File: config.mk
export PLATFORM = sky130hd
export DESIGN_NAME = mpc_constraint_vec_writer_flat
export DESIGN_NICKNAME = d
export VERILOG_FILES = /design/src/rtl/mpc_constraint_vec_writer_if.sv /design/src/rtl/mpc_constraint_vec_writer.sv /design/src/flat_wrapper.sv
export SDC_FILE = /design/constraint.sdc
export NUM_CORES = 1
export LEC_CHECK = 0
export ABC_AREA = 1
export CORE_MARGIN = 2
export CORE_UTILIZATION = 60
export CTS_CLUSTER_SIZE = 12
export DETAILED_ROUTE_END_ITERATION = 6
export GPL_TIMING_DRIVEN = 0
export PLACE_DENSITY = 0.77
export REMOVE_ABC_BUFFERS = 1
export SLEW_MARGIN = 25
export SYNTH_ARGS = -nofsm -noshare
export SYNTH_HDL_FRONTEND = slang
export SYNTH_SLANG_ARGS = --single-unit
File: constraint.sdc
create_clock -name clk -period 4.5 [get_ports clk]
set_input_delay 1.35 -clock clk [delete_from_list [all_inputs] [get_ports clk]]
set_output_delay 1.35 -clock clk [all_outputs]
set_load 0.02 [all_outputs]
File: src/rtl/mpc_constraint_vec_writer_if.sv
// Framed write stream carrying constraint bound words from the host into the bank writer.
interface mpc_constraint_vec_writer_if #(
  parameter int DataWidth = 18
);
  logic [DataWidth-1:0] s_data;
  logic                 s_valid;
  logic                 s_last;
  logic                 s_ready;

  modport master (output s_data, output s_valid, output s_last, input s_ready);
  modport slave  (input s_data, input s_valid, input s_last, output s_ready);
endinterface

File: src/rtl/mpc_constraint_vec_writer.sv
// Double-buffered constraint bound-vector store: framed writes fill the shadow bank,
// the solver reads the active bank through a ROM-style registered port and swaps on request.
module mpc_constraint_vec_writer #(
  parameter int DataWidth    = 18,
  parameter int AddressWidth = 3,
  parameter int AddressRange = 6
) (
  input  logic                    clk,
  input  logic                    reset,
  mpc_constraint_vec_writer_if.slave wr,
  input  logic [AddressWidth-1:0] address0,
  input  logic                    ce0,
  output logic [DataWidth-1:0]    q0,
  input  logic                    swap_req,
  output logic                    bank_sel,
  output logic                    load_done,
  output logic                    err_len
);

  typedef enum logic [1:0] {IDLE, LOAD, PENDING} state_t;
  typedef logic [DataWidth-1:0] bank_t [AddressRange];

  localparam logic [AddressWidth-1:0] LastSlot = AddressWidth'(AddressRange - 1);

  // Power-on image matches the bound ROM it replaces: alternating even/odd defaults.
  function automatic bank_t init_bank();
    bank_t b;
    for (int i = 0; i < AddressRange; i++) begin
      b[i] = i[0] ? DataWidth'(18'h26DE0) : DataWidth'(18'h38000);
    end
    return b;
  endfunction

  bank_t bank0_q = init_bank();
  bank_t bank1_q = init_bank();

  state_t                  state_q, state_d;
  logic [AddressWidth-1:0] wr_cnt_q, wr_cnt_d;
  logic                    s_ready_q, s_ready_d;
  logic                    bank_sel_q, bank_sel_d;
  logic                    load_done_q, load_done_d;
  logic                    err_len_q, err_len_d;
  logic [DataWidth-1:0]    q0_q, q0_d;
  logic                    wr_en;
  logic                    beat;
  logic [DataWidth-1:0]    rd_word;

  assign beat = wr.s_valid & s_ready_q;

  always_comb begin
    state_d     = state_q;
    wr_cnt_d    = wr_cnt_q;
    bank_sel_d  = bank_sel_q;
    load_done_d = 1'b0;
    err_len_d   = 1'b0;
    wr_en       = 1'b0;
    case (state_q)
      IDLE: begin
        if (beat) begin
          wr_en = 1'b1;
          if (wr.s_last) begin
            err_len_d = 1'b1;
            wr_cnt_d  = '0;
          end else begin
            state_d  = LOAD;
            wr_cnt_d = AddressWidth'(1);
          end
        end
      end
      LOAD: begin
        if (beat) begin
          wr_en = 1'b1;
          if (wr_cnt_q == LastSlot) begin
            // Last slot filled: only a matching s_last makes the frame committable.
            wr_cnt_d = '0;
            if (wr.s_last) begin
              state_d = PENDING;
            end else begin
              state_d   = IDLE;
              err_len_d = 1'b1;
            end
          end else if (wr.s_last) begin
            state_d   = IDLE;
            err_len_d = 1'b1;
            wr_cnt_d  = '0;
          end else begin
            wr_cnt_d = wr_cnt_q + AddressWidth'(1);
          end
        end
      end
      PENDING: begin
        if (swap_req) begin
          bank_sel_d  = ~bank_sel_q;
          load_done_d = 1'b1;
          state_d     = IDLE;
          wr_cnt_d    = '0;
        end
      end
      default: begin
        state_d  = IDLE;
        wr_cnt_d = '0;
      end
    endcase
    s_ready_d = (state_d != PENDING);
  end

  // Read uses the pre-edge bank select, so a read on the swap edge still sees the old bank.
  always_comb begin
    rd_word = bank_sel_q ? bank1_q[address0] : bank0_q[address0];
    q0_d    = q0_q;
    if (ce0) begin
      q0_d = (32'(address0) >= AddressRange) ? '0 : rd_word;
    end
  end

  always_ff @(posedge clk or negedge reset) begin
    if (!reset) begin
      state_q     <= IDLE;
      wr_cnt_q    <= '0;
      s_ready_q   <= 1'b0;
      bank_sel_q  <= 1'b0;
      load_done_q <= 1'b0;
      err_len_q   <= 1'b0;
      q0_q        <= '0;
    end else begin
      state_q     <= state_d;
      wr_cnt_q    <= wr_cnt_d;
      s_ready_q   <= s_ready_d;
      bank_sel_q  <= bank_sel_d;
      load_done_q <= load_done_d;
      err_len_q   <= err_len_d;
      q0_q        <= q0_d;
    end
  end

  // Storage is not reset; writes only ever land in the shadow bank.
  always_ff @(posedge clk) begin
    if (wr_en) begin
      if (bank_sel_q) begin
        bank0_q[wr_cnt_q] <= wr.s_data;
      end else begin
        bank1_q[wr_cnt_q] <= wr.s_data;
      end
    end
  end

  assign wr.s_ready = s_ready_q;
  assign q0         = q0_q;
  assign bank_sel   = bank_sel_q;
  assign load_done  = load_done_q;
  assign err_len    = err_len_q;

endmodule

File: src/flat_wrapper.sv
// flat-port wrapper written by rule: the top's interface ports become plain ports
module mpc_constraint_vec_writer_flat 
#(
  parameter int DataWidth    = 18,
  parameter int AddressWidth = 3,
  parameter int AddressRange = 6
)
  (clk, reset, address0, ce0, q0, swap_req, bank_sel, load_done, err_len, wr_s_data, wr_s_valid, wr_s_last, wr_s_ready);
  mpc_constraint_vec_writer_if #(.DataWidth(DataWidth)) wr_i ();
  input  logic clk;
  input  logic reset;
  input  logic [AddressWidth-1:0] address0;
  input  logic ce0;
  output logic [DataWidth-1:0] q0;
  input  logic swap_req;
  output logic bank_sel;
  output logic load_done;
  output logic err_len;
  input wire logic [$bits(wr_i.s_data)-1:0] wr_s_data;
  input wire logic [$bits(wr_i.s_valid)-1:0] wr_s_valid;
  input wire logic [$bits(wr_i.s_last)-1:0] wr_s_last;
  output wire logic [$bits(wr_i.s_ready)-1:0] wr_s_ready;
  assign wr_i.s_data = wr_s_data;
  assign wr_i.s_valid = wr_s_valid;
  assign wr_i.s_last = wr_s_last;
  assign wr_s_ready = wr_i.s_ready;
  mpc_constraint_vec_writer #(.DataWidth(DataWidth), .AddressWidth(AddressWidth), .AddressRange(AddressRange)) u_core (.clk(clk), .reset(reset), .wr(wr_i), .address0(address0), .ce0(ce0), .q0(q0), .swap_req(swap_req), .bank_sel(bank_sel), .load_done(load_done), .err_len(err_len));
endmodule
==> results.tsv <==
metric	value	unit
Overall Power	4.92	mW
Least-Margin Pin Slew	1120	ps
Slew HR	25.2	%
routed wire length	21700	um
drt drc	0	
Clock Power Share	37.6	%
met1 wire length	8680	um
WL/cell	18.3	um
NetSw	1.15	mW
CTS tree	done	
filler cell count	1133	
synthesized instance count	909	
Seq cells post-synth	243	
vias per cell	5.53	
H-Tree Depth	1	
switching share of power	23.4	%
combinational cell fraction of total power	9.8	%
post-route cell area	11600	sq um
hold_ws	475	ps
number of synthesized flops with an enable pin	216	
Synth top area share	64.8	%
Syn Area/Cell	11.0	sq um
clock sink count	243	
Synth Flop Type	edfxtp_1	
Remaining Overflow, GRT	0	
Setup Skew	14.0	ps
warnings from Yosys	0	
area of the die	17700	sq um
clock period minus worst slack	3780	ps
sequential share of the synthesized area	71.5	%
detailed-placement wirelength estimate	11600	um
WP data arrival	4180	ps
worst vdd ir	0.353	mV
met2 WL	11000	um
most instantiated cells after synthesis	nand2_1, edfxtp_1, nand3_1	
Leak	4.61	nW
Async S/R FF share, synth	11.1	%
max-cap viol count	0	
first-pass GRT wire length	34200	um
share of cells above drive strength 1	5.99	%
drt pass-1 iters	5	
fmax	265	MHz
final weighted congestion of routability-driven global placement	0.767	
period utilization	84.0	%
Tot GR Track Use	25.3	%
Initial DRC Count	706	
Int Power	3.77	mW
number of global-route vias before repair	6453	
Worst-path clk slew	60	ps
clk_lat worst skew	520	ps
Setup Buffers After CTS	0	
Final ANT Viol Nets	0	
cts hold-fix bufs	0	
# rows	47	
Antenna Cells	0	
synthesis-to-layout area growth	15.5	%
Synth Cell Area	10000	sq um
final hold vios	0	
Root Driver	clkbuf_16	
nets@finish	979	
die width	133	um
post-synth top area cell	edfxtp_1	
status	complete, no violations	
initial antenna violation count	0	
Slew Limit Fails	0	
CTS Buffer Depth	3	
metal3 WL	1480	um
uppermost routed layer	met4	
most frequent cell after synthesis	nand2_1	
die height	133	um
IO buf count	48	
Resize count post-CTS	0	
final setup vio count	0	
Placed Cells	1143	
CP endpoint kind	register	
Req. time, crit path	4900	ps
DP Area	10800	sq um
Seq pwr share	52.6	%
startpoint types	primary input	
Starting Density	60.8	%
PwrDens	425	nW/um^2
hold crit path type	register to register	
largest net degree at the start of global routing	109	
Core Box Area	16500	sq um
final cell count without fillers	1189	
Max FO, Critical Path	19	
synth unique cells	25	
CTS buffer count	25	
vias	6575	
Setup TNS Final	0	ps
I/O pins	49	
top post-synthesis cells by area	edfxtp_1, nand2_1, nand3_1	
crit path kind	primary input to register	
RSZ-0062 raised after global routing	false	
-- final timing paths --
check	start	end	slack (ps)	cells after the start
min in group asynchronous	reset	u_core.q0[3]$_DFFE_PN0P_	780	1
max	address0[2]	u_core.q0[1]$_DFFE_PN0P_	720	6
max reg2reg	u_core.bank_sel$_DFFE_PN0P_	u_core.bank1_q[2][3]$_DFFE_PP_	1360	4
min	u_core.q0[14]$_DFFE_PN0P_	u_core.q0[14]$_DFFE_PN0P_	470	2
min reg2reg	u_core.q0[14]$_DFFE_PN0P_	u_core.q0[14]$_DFFE_PN0P_	470	2
max in group asynchronous	reset	u_core.bank_sel$_DFFE_PN0P_	3280	2
-- layer usage --
layer  GRT usage [%]  vias to the layer above
met1            32.6                     3136
met3            3.61                       43
li1                -                     3136
met4            8.04                        0
met5               0                        -
met2            44.8                      260
-- state kept, by name, indices dropped and copies added (netlist names) --
signal / cells
u_core.load_done: 1
u_core.bank0_q: 108
u_core.q0: 18
u_core.err_len: 1
u_core.state_q: 2
u_core.wr.s_ready: 1
u_core.wr_cnt_q: 3
u_core.bank_sel: 1
u_core.bank1_q: 108
-- cell usage in the layout (no fill, tap or decap) --
master           synthesis  routed
dfrtp_2                  0       1
o21ai_4                  1       1
inv_1                   82      82
nor2_4                   0      12
clkbuf_8                 0       1
xor2_1                   1       1
ha_1                     2       2
dfrtp_1                 27      26
buf_16                   0       7
clkdlybuf4s50_1          0      45
clkbuf_1                 6      16
clkinv_1                 1       2
buf_6                    2       1
o21ai_0                  5       5
nand3b_1                 1       1
nand3_1                152     152
nor2_1                  14       2
o31ai_1                  2       2
edfxtp_1               216     216
clkinv_2                 0       1
nand2_1                336     336
a211oi_1                 1       1
nor4_1                   1       1
nand4_1                  1       1
a21oi_1                 19      19
nor3_1                   1       1
buf_2                   23       2
inv_2                    3       3
inv_6                    0       3
buf_12                   0       1
clkbuf_16                0      25
-- power by group through the flow --
stage               Sequential (mW)  Clock, mW  Combinational (mW)
floorplan                      2.66          0               0.198
global placement               2.64          0               0.427
detailed placement             2.63          0               0.478
CTS                            2.59       1.86               0.481
global route                   2.59       1.96               0.528
finish                         2.59       1.85               0.481
-- worst max-delay path: stages --
cell and delay [ps]:
clkdlybuf4s50_1 1210, inv_2 540, o21ai_4 740, a21oi_1 130
nand2_1 130, nand2_1 60
-- layout make-up --
class                   instances  area [sq um]  share of cell area, %
clock buffers                  42           699                   6.05
clock inverters                 4          26.3                  0.227
inverters                      87           332                   2.87
multi-input cells             537          2380                   20.6
flip-flops and latches        243          7160                   62.0
well taps                     220           275                   2.38
repair buffers                 56           684                   5.92
-- cell families (layout without fill, tap and decap cells) --
logic type / Yosys count / in the layout / synth area share (%)
compound gates: 28 / 28 / 1.59
xor+xnor: 1 / 1 / 0.0875
buf+inv: 129 / 189 / 5.56
flops: 243 / 243 / 71.5
simple gates: 506 / 506 / 21.0
fa+ha+maj: 2 / 2 / 0.250
-- stage by stage --
stage	util, %	setup WS [ps]
after global placement	64.0	-2790
after global routing	70.2	715
final	70.2	722
after floorplan	-	1570
after detailed placement	65.8	278
after CTS	70.2	800
(Power assumes the default switching activity.)
